**src/rtl/pipe_pkg.sv**
```systemverilog
// Shared pipeline definitions: register file geometry, hazard FSM states,
// writeback latencies and the zeroed ID/EX control bundle.
package pipe_pkg;
   localparam int REG_W    = 3;
   localparam int NREG     = 1 << REG_W;
   localparam int ALU_LAT  = 2;
   localparam int LOAD_LAT = 3;
   localparam int SB_W     = 2;

   typedef enum logic [1:0] {RUN, STALL, FLUSH} hz_state_t;

   typedef struct packed {
      logic       write_reg;
      logic       write_mem;
      logic       read_mem;
      logic [3:0] alu_op;
   } id_ex_ctrl_t;

   localparam id_ex_ctrl_t ctrl_bubble = '0;
endpackage

```
**src/rtl/hazard_ctrl_if.sv**
```systemverilog
// ID-stage request and hazard-control response bundle between the pipeline
// (master) and the hazard controller (slave).
interface hazard_ctrl_if #(parameter int CNT_W = 16);
   import pipe_pkg::*;
   logic             id_valid;
   logic [REG_W-1:0] id_reg1;
   logic [REG_W-1:0] id_reg2;
   logic             id_uses_reg1;
   logic             id_uses_reg2;
   logic             id_write_reg;
   logic [REG_W-1:0] id_dest;
   logic             id_read_mem;
   logic             ex_taken;
   logic             stall_if;
   logic             bubble_ex;
   logic             flush_if_id;
   logic             issue;
   logic             sb_busy;
   logic [CNT_W-1:0] stall_count;

   modport master (
      output id_valid, id_reg1, id_reg2, id_uses_reg1, id_uses_reg2,
             id_write_reg, id_dest, id_read_mem, ex_taken,
      input  stall_if, bubble_ex, flush_if_id, issue, sb_busy, stall_count
   );
   modport slave (
      input  id_valid, id_reg1, id_reg2, id_uses_reg1, id_uses_reg2,
             id_write_reg, id_dest, id_read_mem, ex_taken,
      output stall_if, bubble_ex, flush_if_id, issue, sb_busy, stall_count
   );
endinterface

```
**src/rtl/reg_scoreboard.sv**
```systemverilog
// Per-register countdown of cycles until a pending write is readable.
// A write to an entry overrides that entry's decrement in the same cycle.
module reg_scoreboard
   import pipe_pkg::*;
(
   input  logic             clk,
   input  logic             reset,
   input  logic [REG_W-1:0] rd_idx1,
   input  logic [REG_W-1:0] rd_idx2,
   input  logic             wr_en,
   input  logic [REG_W-1:0] wr_idx,
   input  logic [SB_W-1:0]  wr_val,
   output logic             busy1,
   output logic             busy2,
   output logic             any_busy
);
   logic [SB_W-1:0] sb [NREG];
   logic [NREG-1:0] nz;

   for (genvar r = 0; r < NREG; r++) begin : g_ent
      always_ff @(posedge clk) begin
         if (reset)                             sb[r] <= '0;
         else if (wr_en && wr_idx == REG_W'(r)) sb[r] <= wr_val;
         else if (sb[r] != '0)                  sb[r] <= sb[r] - SB_W'(1);
      end
      assign nz[r] = |sb[r];
   end

   assign busy1    = nz[rd_idx1];
   assign busy2    = nz[rd_idx2];
   assign any_busy = |nz;
endmodule

```
**src/rtl/hazard_ctrl.sv**
```systemverilog
// ID/EX hazard controller: RAW stall from the scoreboard, squash after a
// taken branch in EX, and a saturating count of stall cycles.
module hazard_ctrl
   import pipe_pkg::*;
#(
   parameter int FLUSH_CYCLES = 1,
   parameter int CNT_W        = 16
) (
   input  logic          clk,
   input  logic          reset,
   hazard_ctrl_if.slave  h
);
   localparam int FC_W = (FLUSH_CYCLES > 1) ? $clog2(FLUSH_CYCLES + 1) : 1;

   hz_state_t        state;
   logic [FC_W-1:0]  fcnt;
   logic [CNT_W-1:0] cnt;
   logic             busy1, busy2, any_busy, raw;
   logic             stall, bubble, flush, issue;
   logic [SB_W-1:0]  lat;

   assign lat = h.id_read_mem ? SB_W'(LOAD_LAT) : SB_W'(ALU_LAT);

   reg_scoreboard u_sb (
      .clk      (clk),
      .reset    (reset),
      .rd_idx1  (h.id_reg1),
      .rd_idx2  (h.id_reg2),
      .wr_en    (issue & h.id_write_reg),
      .wr_idx   (h.id_dest),
      .wr_val   (lat),
      .busy1    (busy1),
      .busy2    (busy2),
      .any_busy (any_busy)
   );

   assign raw = h.id_valid & ((h.id_uses_reg1 & busy1) | (h.id_uses_reg2 & busy2));

   always_ff @(posedge clk) begin
      if (reset) begin
         state <= RUN;
         fcnt  <= '0;
      end else begin
         case (state)
            RUN, STALL: begin
               if (h.ex_taken && FLUSH_CYCLES > 0) begin
                  state <= FLUSH;
                  fcnt  <= FC_W'(FLUSH_CYCLES);
               end else if (h.ex_taken) state <= RUN;
               else                     state <= raw ? STALL : RUN;
            end
            FLUSH: begin
               if (h.ex_taken) fcnt <= FC_W'(FLUSH_CYCLES);
               else if (fcnt <= FC_W'(1)) begin
                  state <= RUN;
                  fcnt  <= '0;
               end else fcnt <= fcnt - FC_W'(1);
            end
            default: state <= RUN;
         endcase
      end
   end

   // Taken branch outranks everything: the ID instruction is wrong-path.
   always_comb begin
      stall  = 1'b0;
      bubble = 1'b0;
      flush  = 1'b0;
      issue  = 1'b0;
      if (!reset) begin
         if (h.ex_taken || state == FLUSH) begin
            flush  = 1'b1;
            bubble = 1'b1;
         end else if (raw) begin
            stall  = 1'b1;
            bubble = 1'b1;
         end else issue = h.id_valid;
      end
   end

   always_ff @(posedge clk) begin
      if (reset)                  cnt <= '0;
      else if (stall && cnt != '1) cnt <= cnt + CNT_W'(1);
   end

   assign h.stall_if    = stall;
   assign h.bubble_ex   = bubble;
   assign h.flush_if_id = flush;
   assign h.issue       = issue;
   assign h.sb_busy     = reset ? 1'b0 : any_busy;
   assign h.stall_count = reset ? '0 : cnt;
endmodule

```
**src/flat_wrapper.sv**
```systemverilog
// flat-port wrapper written by rule: the top's interface ports become plain ports
module hazard_ctrl_flat import pipe_pkg::*;
#(
   parameter int FLUSH_CYCLES = 1,
   parameter int CNT_W        = 16
)
  (clk, reset, h_id_valid, h_id_reg1, h_id_reg2, h_id_uses_reg1, h_id_uses_reg2, h_id_write_reg, h_id_dest, h_id_read_mem, h_ex_taken, h_stall_if, h_bubble_ex, h_flush_if_id, h_issue, h_sb_busy, h_stall_count);
  hazard_ctrl_if #(.CNT_W(CNT_W)) h_i ();
  input  logic clk;
  input  logic reset;
  input wire logic [$bits(h_i.id_valid)-1:0] h_id_valid;
  input wire logic [$bits(h_i.id_reg1)-1:0] h_id_reg1;
  input wire logic [$bits(h_i.id_reg2)-1:0] h_id_reg2;
  input wire logic [$bits(h_i.id_uses_reg1)-1:0] h_id_uses_reg1;
  input wire logic [$bits(h_i.id_uses_reg2)-1:0] h_id_uses_reg2;
  input wire logic [$bits(h_i.id_write_reg)-1:0] h_id_write_reg;
  input wire logic [$bits(h_i.id_dest)-1:0] h_id_dest;
  input wire logic [$bits(h_i.id_read_mem)-1:0] h_id_read_mem;
  input wire logic [$bits(h_i.ex_taken)-1:0] h_ex_taken;
  output wire logic [$bits(h_i.stall_if)-1:0] h_stall_if;
  output wire logic [$bits(h_i.bubble_ex)-1:0] h_bubble_ex;
  output wire logic [$bits(h_i.flush_if_id)-1:0] h_flush_if_id;
  output wire logic [$bits(h_i.issue)-1:0] h_issue;
  output wire logic [$bits(h_i.sb_busy)-1:0] h_sb_busy;
  output wire logic [$bits(h_i.stall_count)-1:0] h_stall_count;
  assign h_i.id_valid = h_id_valid;
  assign h_i.id_reg1 = h_id_reg1;
  assign h_i.id_reg2 = h_id_reg2;
  assign h_i.id_uses_reg1 = h_id_uses_reg1;
  assign h_i.id_uses_reg2 = h_id_uses_reg2;
  assign h_i.id_write_reg = h_id_write_reg;
  assign h_i.id_dest = h_id_dest;
  assign h_i.id_read_mem = h_id_read_mem;
  assign h_i.ex_taken = h_ex_taken;
  assign h_stall_if = h_i.stall_if;
  assign h_bubble_ex = h_i.bubble_ex;
  assign h_flush_if_id = h_i.flush_if_id;
  assign h_issue = h_i.issue;
  assign h_sb_busy = h_i.sb_busy;
  assign h_stall_count = h_i.stall_count;
  hazard_ctrl #(.FLUSH_CYCLES(FLUSH_CYCLES), .CNT_W(CNT_W)) u_core (.clk(clk), .reset(reset), .h(h_i));
endmodule
```
**config.mk**
```make
export PLATFORM = sky130hd
export DESIGN_NAME = hazard_ctrl_flat
export DESIGN_NICKNAME = d
export VERILOG_FILES = /design/src/rtl/pipe_pkg.sv /design/src/rtl/hazard_ctrl_if.sv /design/src/rtl/reg_scoreboard.sv /design/src/rtl/hazard_ctrl.sv /design/src/flat_wrapper.sv
export SDC_FILE = /design/constraint.sdc
export NUM_CORES = 1
export LEC_CHECK = 0
export BUFFER_PORTS_ARGS = -buffer_cell sky130_fd_sc_hd__buf_2
export CAP_MARGIN = 20
export CORE_ASPECT_RATIO = 0.5
export CORE_MARGIN = 10
export CORE_UTILIZATION = 55
export DETAILED_ROUTE_END_ITERATION = 7
export HOLD_SLACK_MARGIN = 0.06
export MAX_ROUTING_LAYER = met4
export PLACE_DENSITY = 0.84
export SYNTH_ARGS = -nofsm -noshare
export SYNTH_HDL_FRONTEND = slang
export SYNTH_SLANG_ARGS = --single-unit
```
**constraint.sdc**
```tcl
create_clock -name clk -period 2.7 [get_ports clk]
set_input_delay 0.135 -clock clk [delete_from_list [all_inputs] [get_ports clk]]
set_output_delay 0.135 -clock clk [all_outputs]
set_load 0.03 [all_outputs]
```
# Word-level counts from Yosys, hierarchy flattened
# Memory sizes are Yosys's and may differ from the RTL's.
# Index checks and enable logic that the tools add are counted.
# W data, S select, Z words.
[op_classes]
add_sub_neg = 10
order_cmp = 3
n_eq_ne = 13
mux = 100
bitwise = 21
reduce_logical = 33
[op_table]
columns = ["cell", "n"]
rows = [
  ["$mux W1", 76],
  ["$mux W2", 19],
  ["$reduce_bool A2 Y1", 9],
  ["$reduce_or A2 Y1", 9],
  ["$or A1 B1 Y1", 17],
  ["$add A16 B1 Y16 const B", 1],
  ["$mux W16", 1],
  ["$ne A16 B16 Y1 const B", 1],
  ["$reduce_or A16 Y1", 1],
  ["$sub A2 B1 Y2 const B", 8],
  ["$eq A3 B3 Y1 const B", 4],
  ["$logic_and A1 B1 Y1", 9],
  ["$lt A3 B4 Y1 const B", 2],
  ["$bmux W1 S3", 2],
  ["$eq A3 B2 Y1 const B", 2],
  ["$and A1 B1 Y1", 4],
  ["$ne A2 B2 Y1 const B", 2],
  ["$pmux W2 S2", 1],
  ["$reduce_and A2 Y1", 2],
  ["$eq A3 B1 Y1 const B", 1],
  ["$logic_not A3 Y1", 1],
  ["$eq A2 B1 Y1 const B", 1],
  ["$eq A2 B2 Y1 const B", 1],
  ["$logic_not A2 Y1", 1],
  ["5 further kinds", 5],
]
[word_totals]
regBits = 19
ramBits = 16
input_bits = 17
elab_cells = 184
mem_count = 1
[mem_list]
columns = ["memory", "words", "word_bits", "read_ports", "rd_clocked_by_memory_dff", "write_ports", "line", "text"]
rows = [
  ["u_core.u_sb.sb", 8, 2, 8, 0, 8, "reg_scoreboard.sv:17", "logic [SB_W-1:0] sb [NREG];"],
]

# Longest topological paths before layout
# Gate-level depths: netlist (run 1).
# An unclocked memory read counts as a cell.
[logic_depth]
word_depth = 17
depth_mapped = 8

# Cells and area by module
# Synthesis (run 1) repeated with hierarchy kept, for this count alone.
[unflattened]
cells_unflattened = 246
area_unflattened_um2 = 2383.5
[modules_own_cells]
columns = ["module", "instances", "cells_per_inst", "area_per_inst_um2", "seq_area_each_um2"]
rows = [
  ["reg_scoreboard", 1, 117, 1206.2, 480.5],
  ["hazard_ctrl", 1, 129, 1177.4, 360.3],
]

# Worst setup path after synthesis (run 1)
# OpenSTA, ideal clock, no wires.
[synth_timing]
kind = "register -> register"
startpoint = "memory u_core.u_sb.sb[7][0], in the netlist u_core.u_sb.sb[1][6]"
endpoint = "memory u_core.u_sb.sb[6][0], in the netlist u_core.u_sb.sb[1][4], data pin"
arrival_time_ns = 2.408
required_ns = 2.438
setup_slack_ns = 0.030
path_stages_with_launch = 8
path_buffers = 0
synth_period_minus_slack_ns = 2.670
path_cell_list = "edfxtp_1 -> inv_1 -> ha_1 -> mux2i_1 -> mux4_2 -> a221oi_4 -> nand4_1 -> mux2_1"
[synth_rtl]
columns = ["element", "line"]
rows = [
  ["from (decl)", "reg_scoreboard.sv:17"],
]

==> results of run 1 <==
state kept, by name (all words and copies together), names as in the netlist:
name,cells
u_core.cnt,16
u_core.state,2
u_core.u_sb.sb,16
worst paths after layout:
kind                                              to  slack [ns]  depth (start not counted)
worst min-delay path                 u_core.state[0]        0.16                          4
worst min register to register       u_core.state[1]        0.43                          1
worst max-delay path            u_core.u_sb.sb[1][4]        0.14                          7
worst max register to register  u_core.u_sb.sb[1][4]        0.14                          7
kinds of logic (layout without fill, tap and decap cells):
group           count (synthesis)  in the layout  synth area share
flops                          34             34             0.383
buf+inv                        29             79            0.0524
simple gates                  102            102             0.262
compound gates                 31             32             0.113
mux                            26             26             0.139
fa+ha+maj                       9              9            0.0513
cell usage in the layout (no fill, tap or decap), types with 3 or more instances in the layout:
cell type,n
nand4_1,9
edfxtp_1,16
nand3_1,10
nor2b_1,17
o21ai_0,4
ha_1,9
nor2_1,17
nand3b_1,8
nand4b_1,4
buf_2,37
nor3_1,16
mux2_2,12
nand2_1,7
inv_1,19
mux2_1,4
clkbuf_8,5
and2_1,3
dfxtp_1,18
o31ai_1,12
buf_4,14
and4_1,3
mux2i_1,8
repair_timing:
item	CTS	global route
endpoints found under the hold margin	1	0
hold buffers	1	0
pin swaps	1	3
cloned	0	1
endpoints found under the setup margin	1	14
gates resized for setup	0	1
setup buffers	1	1
critical path, cell delays in order (launching register included):
cell and delay [ns]:
edfxtp_1 0.39, inv_1 0.08, ha_1 0.23, mux2i_1 0.10, mux4_2 0.55, a221oi_4 0.39
nand4_1 0.22, mux2_1 0.36
layout make-up:
class,instances,area [um2]
Clock buffer,6,72.6
Multi-Input combinational cell,169,1260
Timing Repair Buffer,52,300
Fill cell,316,1260
Sequential cell,34,841
Tap cell,54,67.6
Inverter,19,71.3
Clock inverter,2,10.0
synthesized netlist by cell type, types with 7 or more instances:
cell	instances
inv_1	19
o31ai_1	12
ha_1	9
nand3_1	10
nand4_1	9
dfxtp_1	18
mux2_2	12
edfxtp_1	16
nor2_1	17
clkbuf_1	7
mux2i_1	8
nand2_1	7
nor3_1	16
nand3b_1	8
nor2b_1	17
routing by layer:
layer  GRT usage  part of all wire  vias up
met2       0.255              0.51       38
met1       0.174              0.44      925
met3      0.0454             0.038        6
met5           -                 0        -
li1            -                 -      972
met4      0.0371             0.012        0
report_power, final:
group | switching (W) | internal, W | leakage, nW
Clock | 0.000185 | 0.000179 | 0.0450
Sequential | 0.0000453 | 0.000692 | 0.320
Combinational | 0.000447 | 0.000368 | 0.718
Total | 0.000677 | 0.00124 | 1.08
per-stage QoR:
stage               std cells  setup TNS (ns)  power (W)  cell area (um2)
floorplan                 231               0    0.00126             2200
global placement          324               0    0.00149             2490
detailed placement        324               0    0.00153             2490
CTS                       334               0    0.00191             2590
global route              336        -0.00653    0.00206             2620
finish                    336               0    0.00192             2620
==> impl_metrics.tcl, run 1 <==
set metrics [dict create \
    outcome "complete, no violations" \
    dp_hpwl_mm 3.91 \
    vias 1941 \
    period_needed_ns 2.56 \
    final_max_slew_viol_count 0 \
    area_growth_pct 19.3 \
    fmax_mhz 390 \
    clkLatencyLatePin_ns 0.29 \
    dp_slack_ns 0.0849 \
    hold_slack_ns 0.164 \
    clkSinkCount 34 \
    drt_iter0_drc 121 \
    rows 16 \
    clock_path_buffers 2 \
    synth_top_area_share 0.219 \
    drv_cap 0 \
    grt_usage 0.152 \
    path_clk_slew_ns 0.07 \
    cts_tree "built" \
    synth_top_area_cell "edfxtp_1" \
    synthTopCellsByArea "edfxtp_1 22%, dfxtp_1 16%, mux2_2 6.2%" \
    grt_pass1_vias 1800 \
    diodes 0 \
    rr_startpoint "u_core.u_sb.sb[1][2]" \
    gp_congestion 0.869 \
    worst_hold_startpoint "reset" \
    core_area_um2 3880 \
    worstSetupPathType "register to register" \
    rsz0062_at_grt "true" \
    start_util 0.565 \
    numPortBuffers 37 \
    ys_types 40 \
    endpoint_kind "register" \
    grt_max_degree 58 \
    netlist_instances 231 \
    syn_area_per_cell_um2 9.51 \
    yosysSeqAreaShare 0.383 \
    synth_ff_type "dfxtp_1" \
    synth_area_um2 2200 \
    wirelength_mm 5.05 \
    final_nets 307 \
    detail-route-antenna-nets 0 \
    cts_buffers 5 \
    io_pins 38 \
    finalHoldViolCount 0 \
    finClkSkew_ns 0.00976 \
    cts_root_buf "clkbuf_8" \
    power_leakage_nw 1.08 \
    overflow 0 \
    routedWlPerCell_um 15.0 \
    required_ns 2.73 \
    htree_num_levels 2 \
    antenna_found_initial 0 \
    irDropWorstVdd_v 0.000252 \
    dieArea_um2 7070 \
    fin_util 0.674 \
    worst_pin_slew_ns 0.501 \
    die_w_um 109 \
    fin_ws_ns 0.136 \
    crit_arrival_ns 2.60 \
    drc 0 \
    yosysWarnings 0 \
    dieHeight_um 64.7 \
    syn_nets 257 \
    min_period_over_period 0.950 \
    crit_fanout 5 \
    powerDensity_nw_per_um2 731 \
    setup_violations 0 \
    synth_edf_count 16 \
    hold_class "input pin to register" \
    synth-seq-cells 34 \
    drive_above_1_share 0.270 \
    viasPerCell 5.78 \
    crit_path_start_kind "register" \
    slew_headroom 0.666 \
    grt_pass1_wl_mm 8.54 \
    async_reset_ff_frac 0 \
    first_pass_iters 4 \
    setup.worst_path.start "u_core.u_sb.sb[1][2]" \
]
Power figures use the tool's default switching activity.
==> run 2, diff against run 1 <==
--- a/config.mk
+++ b/config.mk
@@ -14,6 +14,8 @@
 export HOLD_SLACK_MARGIN = 0.06
 export MAX_ROUTING_LAYER = met4
 export PLACE_DENSITY = 0.84
+export RECOVER_POWER = 100
+export REMOVE_ABC_BUFFERS = 1
 export SYNTH_ARGS = -nofsm -noshare
 export SYNTH_HDL_FRONTEND = slang
 export SYNTH_SLANG_ARGS = --single-unit
==> impl_metrics.tcl, run 2 (synthesis gave the netlist of run 1 again) <==
set metrics [dict create \
    outcome "complete, no violations" \
    crit_arrival_ns 2.63 \
    antenna_found_initial 0 \
    irDropWorstVdd_v 0.000296 \
    drc 0 \
    diodes 0 \
    dieHeight_um 64.7 \
    reg2reg_depth 7 \
    io_pins 38 \
    power_leakage_nw 1.01 \
    grt_use_met1 0.167 \
    min_period_over_period 0.955 \
    grt.met3_usage 0.0355 \
    endpoint_kind "register" \
    cts_setup_buffers 0 \
    setup_violations 0 \
    clock_path_buffers 2 \
    top_usage_layer "met2" \
    cts_root_buf "clkbuf_8" \
    slew_headroom 0.330 \
    finClkSkew_ns 0.0107 \
    area_growth_pct 18.2 \
    dp_slack_ns 0.0482 \
    worstSetupPathType "register to register" \
    grt_pass1_vias 1880 \
    regArea_um2 841 \
    met2_usage 0.254 \
    dp_hpwl_mm 3.83 \
    overflow 0 \
    die_w_um 109 \
    drt_iter0_drc 125 \
    min_delay_path_depth 4 \
    fill_cells 315 \
    htree_num_levels 2 \
    grt_usage 0.149 \
    fin_ws_ns 0.123 \
    drive_above_1_share 0.201 \
    required_ns 2.75 \
    vias 1929 \
    ff2ff_setup_slack_ns 0.12 \
    dieArea_um2 7070 \
    reg_top3 "u_core.cnt: 16 flops, u_core.u_sb.sb: 16 flops, u_core.state: 2 flops" \
    cts_tree "built" \
    max_stage_delay_ns 0.56 \
    layout_common_cells "19 x inv_1, 18 x buf_2, 18 x dfxtp_1" \
    clkSinkCount 34 \
    finalHoldViolCount 0 \
    core_area_um2 3880 \
    first_pass_iters 4 \
    start_util 0.565 \
    gp_congestion 0.915 \
    final_nets 304 \
    cts_buffers 5 \
    wirelength_mm 5.10 \
    path_delay_family "multiplexers" \
    crit_fanout 5 \
    routedWlPerCell_um 15.3 \
    hold_slack_ns 0.198 \
    viasPerCell 5.79 \
    path_cells "inv_1 > ha_1 > mux2i_1 > mux4_2 > a221oi_4 > nand4b_1 > mux2_1" \
    slowest_stage "mux4_2" \
    multi_input_area_um2 1250 \
    clkLatencyLatePin_ns 0.29 \
    hold_class "input pin to register" \
    endpoint "u_core.u_sb.sb[1][0]" \
    rows 16 \
    powerDensity_nw_per_um2 766 \
    postPlaceCellArea_um2 2490 \
    path_clk_slew_ns 0.08 \
    numPortBuffers 37 \
    final_max_slew_viol_count 0 \
    detail-route-antenna-nets 0 \
    crit_cells 7 \
    final_area_um2 2600 \
    critical_path_buf_inv_count 1 \
    crit_path_start_kind "register" \
    r2r_end "u_core.u_sb.sb[1][0]" \
    fmax_mhz 388 \
    rsz0062_at_grt "false" \
    rr_startpoint "u_core.u_sb.sb[0][6]" \
    final_common_cell "inv_1" \
    tns_ns 0 \
    period_needed_ns 2.58 \
    drv_cap 0 \
    grt_max_degree 58 \
    finalPower_w 0.00199 \
    setup.worst_path.start "u_core.u_sb.sb[0][6]" \
    grt_pass1_wl_mm 8.45 \
    worst_pin_slew_ns 1.00 \
]
[run 2: area by class of cell]
cell class	count	area share
clock buffer	8	0.0424
inverter	19	0.0275
timing repair buffer	49	0.0978
multi-input combinational	169	0.482
tap	54	0.0260
sequential	34	0.324
[run 2: worst min path at each step]
| stage | startpoint | to | slack [ns] |
|---|---|---|---|
| after floorplan | reset | u_core.cnt[0] | 0.20 |
| after global placement | h_ex_taken | u_core.state[0] | 0.32 |
| after detailed placement | h_ex_taken | u_core.state[0] | 0.32 |
| after CTS | reset | u_core.state[0] | 0.20 |
| after global routing | reset | u_core.state[0] | 0.22 |
| final | reset | u_core.state[0] | 0.20 |
[run 2: routing by layer]
layer / vias up / routed length, um
met5: - / 0
met3: 9 / 198
met4: 0 / 80
met1: 920 / 2200
li1: 963 / -
met2: 37 / 2620
[run 2: timing repair]
item,CTS,global route
hold buffers,1,0
endpoints found under the setup margin,0,10
gates resized for setup,0,1
endpoints found under the hold margin,1,0
[run 2: where the power goes]
group	internal, W	switching, W	total [W]
combinational	0.000357	0.000452	0.000809
clock	0.000258	0.000191	0.000449
sequential	0.000691	0.0000402	0.000731
total	0.00131	0.000684	0.00199
[run 2: metrics by stage]
stage           util  instances
6_report       0.668        333
3_5_place_dp   0.640        323
4_1_cts        0.671        332
5_1_grt        0.668        333
3_3_place_gp   0.640        323
2_1_floorplan      -        221
[run 2: worst register-to-register path: stages, from the launching register on]
cell,delay (ns)
edfxtp_1,0.39
inv_1,0.07
ha_1,0.21
mux2i_1,0.10
mux4_2,0.56
a221oi_4,0.39
nand4b_1,0.24
mux2_1,0.37
